===== config.mk =====
export PLATFORM = sky130hd
export DESIGN_NAME = mux_32_arbiter
export DESIGN_NICKNAME = d
export VERILOG_FILES = /design/src/rtl/mux_32_arbiter.sv
export SDC_FILE = /design/constraint.sdc
export NUM_CORES = 1
export LEC_CHECK = 0
export ABC_AREA = 1
export CORE_UTILIZATION = 45
export DETAILED_ROUTE_END_ITERATION = 10
export PLACE_DENSITY = 0.93
export SYNTH_ARGS = -nofsm -noshare
export SYNTH_HDL_FRONTEND = slang
export SYNTH_SLANG_ARGS = --single-unit

===== constraint.sdc =====
create_clock -name clk -period 2.7 [get_ports clk]
set_clock_uncertainty 0.2 [all_clocks]
set_input_delay 0.405 -clock clk [delete_from_list [all_inputs] [get_ports clk]]
set_output_delay 0.405 -clock clk [all_outputs]
set_load 0.02 [all_outputs]

===== src/rtl/mux_32_arbiter.sv =====
// mux_32_bit_2_1: 32-bit 2:1 mux. in1 is selected when sel=0, in2 when sel=1.
//   in1, in2 : 32-bit data inputs
//   sel      : select
//   out      : selected word
module mux_32_bit_2_1 (
  input  logic [31:0] in1,
  input  logic [31:0] in2,
  input  logic        sel,
  output logic [31:0] out
);

  assign out = sel ? in2 : in1;

endmodule

// mux_32_arbiter: round-robin arbiter that drives the shared 32-bit 2:1 mux,
// acknowledges the winning requester and captures the selected word into a
// one-entry output register with a valid/ready handshake.
//   clk, reset            : clock, synchronous active-high reset
//   req0/req1, data0/data1: requests and their words (held until granted)
//   gnt0/gnt1             : combinational acknowledge, high in the capture cycle
//   out_data/out_src      : captured word and the requester that supplied it
//   out_valid/out_ready   : output handshake
//   gnt_cnt0/gnt_cnt1     : wrapping per-requester grant counters
module mux_32_arbiter #(
  parameter int unsigned WIDTH = 32,  // fixed by the 32-bit mux instance
  parameter int unsigned CNT_W = 16
) (
  input  logic             clk,
  input  logic             reset,
  input  logic             req0,
  input  logic             req1,
  input  logic [WIDTH-1:0] data0,
  input  logic [WIDTH-1:0] data1,
  output logic             gnt0,
  output logic             gnt1,
  output logic [WIDTH-1:0] out_data,
  output logic             out_valid,
  output logic             out_src,
  input  logic             out_ready,
  output logic [CNT_W-1:0] gnt_cnt0,
  output logic [CNT_W-1:0] gnt_cnt1
);

  typedef enum logic {
    EMPTY = 1'b0,
    FULL  = 1'b1
  } state_t;

  state_t           state;
  state_t           state_nxt;
  logic             last;
  logic             load;
  logic             any_req;
  logic             winner;
  logic             capture;
  logic [WIDTH-1:0] mux_out;

  // Shared datapath mux, steered by the arbitration winner.
  mux_32_bit_2_1 u_mux (
    .in1 (data0),
    .in2 (data1),
    .sel (winner),
    .out (mux_out)
  );

  assign out_valid = (state == FULL);

  // Arbitration, grants and next state; grants never depend on data.
  always_comb begin
    state_nxt = state;
    load      = 1'b0;
    winner    = 1'b0;
    gnt0      = 1'b0;
    gnt1      = 1'b0;
    any_req   = req0 | req1;
    capture   = 1'b0;

    load = !reset && ((state == EMPTY) || out_ready);

    // Under contention the requester that did not win last time goes next.
    if (req0 && req1) begin
      winner = ~last;
    end else if (req1) begin
      winner = 1'b1;
    end

    capture = load && any_req;
    gnt0    = load && !winner && req0;
    gnt1    = load &&  winner && req1;

    case (state)
      EMPTY: if (capture) state_nxt = FULL;
      FULL:  if (load && !any_req) state_nxt = EMPTY;
      default: state_nxt = EMPTY;
    endcase
  end

  // State, output register, round-robin pointer and grant counters.
  always_ff @(posedge clk) begin
    if (reset) begin
      state    <= EMPTY;
      out_data <= '0;
      out_src  <= 1'b0;
      last     <= 1'b1;
      gnt_cnt0 <= '0;
      gnt_cnt1 <= '0;
    end else begin
      state <= state_nxt;
      if (capture) begin
        out_data <= mux_out;
        out_src  <= winner;
        last     <= winner;
        if (winner) begin
          gnt_cnt1 <= gnt_cnt1 + CNT_W'(1);
        end else begin
          gnt_cnt0 <= gnt_cnt0 + CNT_W'(1);
        end
      end
    end
  end

endmodule

==> out/metrics.cfg, run 1 <==
[global_route]
grt_overflow_total=0
grt_max_degree=45
grt_first_pass_wirelength_um=14700
antenna_found_initial=0
grtUsageTotal=0.256
grt_pass1_vias=3195

[place]
place_ws_ns=0.201
dp.final_hpwl_um=6570
dpl_cell_area_sq_um=4500
port_buffers=136
gp_congestion=0.962
dpl.cell_count=651

[finish]
drive_above_1_share=0.0492
finalNetCount=656
layout_common_cells=169 x nand2_1, 136 x clkdlybuf4s50_1, 67 x dfxtp_1
final_common_cell=nand2_1
stdcell_area_sq_um=4690
fin_util=0.721
diodes=0
final_cells=667
area_delta_synth_final_pct=51.5

[logic_synthesis]
syn-instance-count=450
syn_avg_cell_area_sq_um=6.87
ys_seq_area_frac=0.434
syn_nets=521
syn-cell-area_sq_um=3090
synth_edf_count=0
ys_ff_latch=67
synth_async_sr_flop_share=0
synthFlopType=dfxtp_1
yosys_warnings=0
synth_cell_types=29

[critical_path]
arrival_ns=1.90
crit_type=input pin to primary output
cp-end-kind=primary output
crit_start=out_ready
crit_top_cell=clkdlybuf4s50_1
slowest_stage=clkdlybuf4s50_1
critPathMaxFanout=4
rr_startpoint=last
path_delay_family=buffers and inverters
max_stage_delay_ns=0.63
cp_num_buf_inv=3
required_ns=2.10
crit_chain=clkdlybuf4s50_1 > inv_1 > nand2_1 > nand2_4 > nor2_4 > clkdlybuf4s50_1
cp-start-kind=input pin

[floorplanning]
core-area_sq_um=6490
num_rows=29
ios=137
die_w_um=84.9
start_util=0.476
dieArea_sq_um=7210
die_y_um=84.9

[drt]
drc=12
final_antenna_net_count=0
first_iter_violations=151
via_per_inst=5.15
vias=3435
drt-pass1-iter-count=8
avgRoutedWirePerCell_um=13.6
drt_wl_total_um=9090

[power]
p_per_area_nw_per_um2=473
leakagePower_nw=1.75
ir_worst_vdd_mv=0.235

[timing]
rsz0062_at_grt=no
relSlewSlack=0.480
finalHoldViolCount=0
setup_viol=0
finalWorstSetupSlack_ns=0.195
period_share=0.928
tightest_slew_ns=0.780
drv_slew=0
final.setup.tns_ns=0
min_period_ns=2.50
fmax_mhz=399

[flow_run]
drv_cap=0

[clock_network]
clock-sinks=67
cts_hold_buf=0
clk_latency_ns=0.34
cts_root_buffer=clkbuf_8
cts_buffer_depth=2
tritoncts=built
cts_resized=0
postCtsSetupBuffers=0
h-tree-depth=3
cts.clk_slew.worst_paths_ns=0.07
cts_buffers=9

[hold_path]
hold_path_startpoint=out_data[6]
hp-class=flop to flop

[outcome]
failed_checks=DRC
run_status=finished with violations

==> flip-flops by register name (all words and copies together), names as in the netlist, named ones only <==
| register | flops |
|---|---|
| gnt_cnt0 | 16 |
| gnt_cnt1 | 16 |
| last | 1 |
| out_data | 32 |
| out_src | 1 |
==> final cells by class <==
cell class / instances / area [sq um]
fillers: 519 / 1810
multi-input cells: 326 / 1490
repair buffers: 143 / 1430
flip-flops and latches: 67 / 1340
clock buffers: 14 / 153
inverters: 38 / 145
well taps: 77 / 96.3
clock inverters: 2 / 35.0
==> Yosys cell counts, types with 3 or more instances <==
master,number,area share
nand4_1,11,0.022
buf_2,7,0.011
inv_1,37,0.045
nand3_1,16,0.026
nand2_2,3,0.0061
a21oi_1,11,0.018
xor2_1,3,0.0085
a31oi_1,35,0.071
buf_6,4,0.015
nand2_1,169,0.21
clkbuf_1,4,0.0049
dfxtp_1,67,0.43
nor3_1,7,0.011
o21ai_0,6,0.0097
nor2_1,53,0.064
==> path summary, 6_finish.rpt <==
kind                 endpoint  slack, ns  cells after the start
setup / recovery         gnt1       0.20                      6
hold / removal    out_data[6]       0.28                      2
setup reg to reg  gnt_cnt0[8]       0.81                      8
hold reg to reg   out_data[6]       0.28                      2
==> worst min-delay path, delay by kind of cell, from the launching register on <==
family           cells  cell delay, ns
flip-flops           1            0.31
AND/OR/NAND/NOR      1            0.06
AO/OA/AOI/OAI        1            0.06
==> power breakdown <==
| group | total (mW) | leakage [nW] | switching [mW] | internal [mW] |
|---|---|---|---|---|
| sequential | 1.05 | 0.545 | 0.0211 | 1.02 |
| combinational | 0.357 | 1.11 | 0.168 | 0.188 |
| clock | 0.813 | 0.0947 | 0.361 | 0.452 |
==> routing by layer <==
metal,GRT usage,vias up,part of all wire
met5,0,-,0
met4,0.122,0,0.028
met3,0.0564,24,0.079
met2,0.436,140,0.48
met1,0.308,1546,0.41
li1,-,1725,-
==> cells by family (layout without fill, tap and decap cells) <==
logic type      count (synthesis)  count (layout)  synth area share
xor+xnor                        3               3           0.00850
buf+inv                        57             197            0.0849
simple gates                  265             265             0.356
flops                          67              67             0.434
fa+ha+maj                       2               2           0.00809
compound gates                 56              56             0.108
==> metrics by stage <==
stage	total power [mW]	hold slack [ns]
after floorplan	1.22	0.250
after global placement	1.41	0.256
after detailed placement	1.42	0.264
after CTS	2.23	0.277
after global routing	2.30	0.294
final	2.22	0.276
No activity file was read; power rests on OpenSTA's default activity.
==> run 2, diff against run 1 <==
SETUP_SLACK_MARGIN = 0.4   (was default)
==> run 2 against run 1 <==
  * The run still ends with DRC left
  * Count of clock-buffer cells in the layout did not move
  * Critical path depth did not move
  * Flip-flop and latch count did not move
  * Power fell by 0.19%
  * Sequential power barely moved
  * Fmax rose by 12%
  * Cell count did not move
  * Clock power barely moved
  * Worst setup slack improved by 0.27 ns
  * Critical path type unchanged
==> out/metrics.cfg, run 2 (synthesized netlist as in run 1, its figures left out) <==
[power]
ir_worst_vdd_mv=0.233  ; was 0.235 mV
leakagePower_nw=1.76  ; was 1.75 nW
p_per_area_nw_per_um2=472  ; was 473 nW/um^2
finalPower_mw=2.21  ; was 2.22 mW

[clock_network]
cts_hold_buf=0  ; unchanged
cts_root_buffer=clkbuf_8  ; unchanged
cts_buffer_depth=2  ; unchanged
tritoncts=built  ; unchanged
clk_latency_ns=0.34  ; about the same
cts.clk_slew.worst_paths_ns=0.07  ; about the same
postCtsSetupBuffers=0  ; unchanged
cts_buffers=9  ; unchanged
h-tree-depth=3  ; unchanged
clock-sinks=67  ; unchanged

[place]
place_ws_ns=0.201  ; unchanged
dp.final_hpwl_um=6570  ; unchanged
dpl_cell_area_sq_um=4500  ; unchanged
port_buffers=136  ; unchanged
gp_congestion=0.962  ; unchanged

[floorplanning]
die_y_um=84.9  ; unchanged
dieArea_sq_um=7210  ; unchanged
core-area_sq_um=6490  ; unchanged
num_rows=29  ; unchanged
ios=137  ; unchanged
start_util=0.476  ; unchanged
die_w_um=84.9  ; unchanged

[finish]
largest-register=out_data  ; unchanged
finalNetCount=656  ; unchanged
final_common_cell=nand2_1  ; unchanged
layout_common_cells=169 x nand2_1, 134 x clkdlybuf4s50_1, 67 x dfxtp_1  ; was 169 x nand2_1, 136 x clkdlybuf4s50_1, 67 x dfxtp_1
multi_input_area_sq_um=1490  ; unchanged
stdcell_area_sq_um=4680  ; was 4690 sq um
drive_above_1_share=0.0492  ; unchanged
reg_top3=out_data x32, gnt_cnt0 x16, gnt_cnt1 x16  ; unchanged
regArea_sq_um=1340  ; unchanged
largest_reg_flops=32  ; unchanged
area_delta_synth_final_pct=51.4  ; was 51.5%
diodes=0  ; unchanged
n_fill_cell=521  ; was 519

[critical_path]
rrSetupSlack_ns=0.81  ; about the same
slowest_stage=clkdlybuf4s50_1  ; unchanged
cp-start-kind=input pin  ; unchanged
crit_type=input pin to primary output  ; unchanged
max_stage_delay_ns=0.46  ; was 0.63 ns
cp-end-kind=primary output  ; unchanged
crit_chain=clkdlybuf4s50_1 > inv_1 > nand2_1 > nand2_4 > nor2_4 > dlygate4sd2_1  ; was clkdlybuf4s50_1 > inv_1 > nand2_1 > nand2_4 > nor2_4 > clkdlybuf4s50_1
required_ns=2.10  ; about the same
path_delay_family=buffers and inverters  ; unchanged
cp_num_buf_inv=3  ; unchanged
critPathMaxFanout=4  ; unchanged
arrival_ns=1.63  ; was 1.90 ns

[outcome]
run_status=finished with violations  ; unchanged
failed_checks=DRC  ; unchanged

[global_route]
grt_max_degree=45  ; unchanged
antenna_found_initial=0  ; unchanged
grt_pass1_vias=3195  ; unchanged
grtUsageTotal=0.256  ; unchanged
grt_first_pass_wirelength_um=14700  ; unchanged
grt_overflow_total=0  ; unchanged

[timing]
finalHoldViolCount=0  ; unchanged
relSlewSlack=0.480  ; about the same
fmax_mhz=448  ; was 399 MHz
timing.hold.ws_ns=0.276  ; about the same
rsz0062_at_grt=no  ; unchanged
finalWorstSetupSlack_ns=0.465  ; was 0.195 ns
final.setup.tns_ns=0  ; unchanged
tightest_slew_ns=0.780  ; about the same
period_share=0.828  ; was 0.928
setup_viol=0  ; unchanged
drv_slew=0  ; unchanged
min_period_ns=2.23  ; was 2.50 ns

[flow_run]
drv_cap=0  ; unchanged

[drt]
first_iter_violations=155  ; was 151
vias=3445  ; was 3435
via_per_inst=5.16  ; was 5.15
final_antenna_net_count=0  ; unchanged
drt-pass1-iter-count=9  ; was 8
drt_wl_total_um=9070  ; was 9090 um
drc=12  ; unchanged
avgRoutedWirePerCell_um=13.6  ; about the same

[hold_path]
hp-class=flop to flop  ; unchanged

run 2: cell types whose count changed in the layout (fill, tap and decap cells not counted), sizes merged:
cell,previous run,this run
dlygate4sd2,0,2
clkdlybuf4s50,136,134
run 2: area by class of cell:
cell class / instances / share of cell area
inverters: 38 / 0.0310
flip-flops and latches: 67 / 0.286
repair buffers: 143 / 0.304
clock buffers: 14 / 0.0326
multi-input cells: 326 / 0.318
well taps: 77 / 0.0206
clock inverters: 2 / 0.00748
run 2: repair_timing:
item / in CTS / in global routing
resized for setup: 2 / 0
endpoints found under the setup margin: 2 / 0
endpoints found under the hold margin: 0 / 0
run 2: worst register-to-register path, delay by kind of cell (launching register included):
family | cells | cell delay [ns]
flip-flops | 1 | 0.37
XOR/XNOR | 1 | 0.17
buffers and inverters | 1 | 0.41
AND/OR/NAND/NOR | 6 | 0.62
run 2: worst paths after layout:
| check | endpoint | start | cells past startpoint |
|---|---|---|---|
| setup reg to reg | gnt_cnt0[8] | last | 8 |
| setup / recovery | gnt1 | out_ready | 6 |
| hold / removal | out_data[6] | out_data[6] | 2 |
| hold reg to reg | out_data[6] | out_data[6] | 2 |
run 2: power by group:
| group | internal [mW] | switching [mW] | leakage (nW) |
|---|---|---|---|
| registers | 1.02 | 0.0211 | 0.545 |
| clock network | 0.452 | 0.358 | 0.0947 |
| logic | 0.187 | 0.168 | 1.12 |
run 2: routing by layer:
layer	vias up	GRT usage	routed length (um)
met1	1553	0.308	3780
met5	-	0	0
met4	0	0.122	257
li1	1722	-	-
met3	24	0.0564	673
met2	146	0.436	4360
run 2: stage by stage:
stage | cells | utilization
2_1_floorplan | 450 | -
3_3_place_gp | 651 | 0.693
3_5_place_dp | 651 | 0.693
4_1_cts | 667 | 0.721
5_1_grt | 667 | 0.721
6_report | 667 | 0.721
==> run 3, diff against run 2 <==
CORE_UTILIZATION = 42   (was 45)
PLACE_DENSITY = 0.88   (was 0.93)
clock period = 2.3 ns   (was 2.7 ns; I/O delays follow)
==> run 3 against run 2 <==
  * Largest power group unchanged
  * Non-clock buffer count grew 7
  * Register-to-register slack lost 0.25 ns
  * The run now ends clean
  * Critical path depth is the same
  * Combinational power grew 26%
  * Die area grew 7.0%
  * Flip-flop and latch count is the same
  * Critical path type unchanged
  * Cell count grew 3.9%
  * Clock power grew 10%
==> out/metrics.cfg, run 3 (synthesized netlist as in run 1, its figures left out) <==
[outcome]
run_status=complete, no violations  ; was finished with violations

[critical_path]
cp_num_buf_inv=2  ; was 3
crit_chain=clkdlybuf4s50_1 > nand2_1 > nand2_2 > nand2_2 > nor2_8 > buf_4  ; was clkdlybuf4s50_1 > inv_1 > nand2_1 > nand2_4 > nor2_4 > dlygate4sd2_1
path_delay_family=buffers and inverters  ; unchanged
cp-end-kind=primary output  ; unchanged
critPathMaxFanout=3  ; was 4
crit_top_cell=nand2_2
required_ns=1.75  ; was 2.10 ns
max_stage_delay_ns=0.48  ; was 0.46 ns
rr_startpoint=last  ; unchanged
crit_start=req0  ; was out_ready
slowest_stage=clkdlybuf4s50_1  ; unchanged
cp-start-kind=input pin  ; unchanged
crit_type=input pin to primary output  ; unchanged
arrival_ns=1.36  ; was 1.63 ns

[timing]
setup_viol=0  ; unchanged
tightest_slew_ns=0.461  ; was 0.780 ns
rsz0062_at_grt=yes  ; was no
finalWorstSetupSlack_ns=0.392  ; was 0.465 ns
min_period_ns=1.91
fmax_mhz=524
relSlewSlack=0.693  ; was 0.480
drv_slew=0  ; unchanged
finalHoldViolCount=0  ; unchanged
period_share=0.830

[floorplanning]
die_w_um=87.8  ; was 84.9 um
start_util=0.445  ; was 0.476
core-area_sq_um=6940  ; was 6490 sq um
dieArea_sq_um=7710  ; was 7210 sq um
num_rows=30  ; was 29
ios=137  ; unchanged
die_y_um=87.8  ; was 84.9 um

[drt]
via_per_inst=5.15  ; was 5.16
final_antenna_net_count=0  ; unchanged
drt-pass1-iter-count=5  ; was 9
drc=0  ; was 12
vias=3568  ; was 3445
avgRoutedWirePerCell_um=14.6  ; was 13.6 um
drt_wl_total_um=10100  ; was 9070 um
first_iter_violations=218  ; was 155

[finish]
largest_reg_flops=32  ; unchanged
diodes=0  ; unchanged
largest-register=out_data  ; unchanged
reg_top3=out_data x32, gnt_cnt0 x16, gnt_cnt1 x16  ; unchanged
finalNetCount=663  ; was 656
drive_above_1_share=0.0704  ; was 0.0492
stdcell_area_sq_um=4810  ; was 4680 sq um
final_common_cell=nand2_1  ; unchanged
layout_common_cells=168 x nand2_1, 101 x clkdlybuf4s50_1, 67 x dfxtp_1  ; was 169 x nand2_1, 134 x clkdlybuf4s50_1, 67 x dfxtp_1
area_delta_synth_final_pct=55.6  ; was 51.4%

[clock_network]
tritoncts=built  ; unchanged
cts.clk_slew.worst_paths_ns=0.07  ; about the same
clock-sinks=67  ; unchanged
cts_hold_buf=0  ; unchanged
cts_root_buffer=clkbuf_8  ; unchanged
h-tree-depth=3  ; unchanged
clk_latency_ns=0.34  ; about the same
cts_buffer_depth=2  ; unchanged
cts_buffers=9  ; unchanged

[power]
p_comb_frac=0.175  ; was 0.161
switching_share=0.263  ; was 0.247
ir_worst_vdd_mv=0.329  ; was 0.233 mV
pwr-share-clk=0.347  ; was 0.366
intPower_mw=1.89  ; was 1.66 mW
p_per_area_nw_per_um2=533  ; was 472 nW/um^2
seq_power_share=0.478  ; was 0.473
leakagePower_nw=2.05  ; was 1.76 nW
switching_power_mw=0.676  ; was 0.547 mW

[place]
place_ws_ns=-0.0467  ; was 0.201 ns
gp_congestion=0.869  ; was 0.962
dp.final_hpwl_um=6800  ; was 6570 um
dpl_cell_area_sq_um=4550  ; was 4500 sq um
port_buffers=136  ; unchanged

[global_route]
grt_first_pass_wirelength_um=14400  ; was 14700 um
grt_pass1_vias=3033  ; was 3195
grt_max_degree=45  ; unchanged
grtUsageTotal=0.242  ; was 0.256
grt_overflow_total=0  ; unchanged
antenna_found_initial=0  ; unchanged

[hold_path]
hp-class=input pin to flop  ; was flop to flop
hold_path_startpoint=out_ready  ; was out_data[6]

[flow_run]
drv_cap=0  ; unchanged

[run 3: path summary, 6_finish.rpt]
kind	end	slack, ns	cells after the start
worst max-delay path	gnt0	0.39	6
worst min-delay path	flop	0.15	4
worst max register to register	gnt_cnt0[8]	0.56	8
worst min register to register	out_data[4]	0.28	2
[run 3: cell type report]
cell class	count	area (sq um)
clock buffers	15	166
clock inverters	1	7.51
fillers	520	2130
inverters	38	145
multi-input cells	326	1510
flip-flops and latches	67	1340
well taps	96	120
repair buffers	150	1520
[run 3: worst min-delay path: cells and delay by family]
family	cells	cell delay [ns]
and+or+nand+nor	1	0.09
buffers and inverters	2	0.15
AOI/OAI and AO/OA	1	0.06
[run 3: metal layers]
metal,up-vias,track usage,routed length [um]
li1,1738,-,-
met1,1621,0.297,4010
met2,183,0.404,4980
met3,26,0.0518,871
met4,0,0.112,272
met5,-,0,0
[run 3: through the flow]
stage	setup TNS, ns	hold WS [ns]	total power, mW	util	cells
4_1_cts	0	0.277	2.56	0.677	690
2_1_floorplan	0	0.250	1.44	-	450
6_report	0	0.155	2.57	0.693	693
5_1_grt	0	0.158	2.68	0.693	693
3_5_place_dp	-0.486	0.267	1.68	0.655	674
3_3_place_gp	-0.0802	0.252	1.67	0.655	674
[run 3: what timing repair did]
| action | CTS | global route |
|---|---|---|
| endpoints found under the hold margin | 0 | 0 |
| pin swaps | 0 | 2 |
| endpoints found under the setup margin | 52 | 47 |
| buffers inserted | 0 | 1 |
| cloned | 0 | 2 |
| gates resized for setup | 35 | 20 |
[run 3: power groups by stage]
stage	registers, mW	logic, mW	clock network, mW
finish	1.23	0.450	0.891
global route	1.23	0.477	0.973
CTS	1.22	0.427	0.905
detailed placement	1.25	0.424	0
global placement	1.25	0.418	0
floorplan	1.30	0.136	0
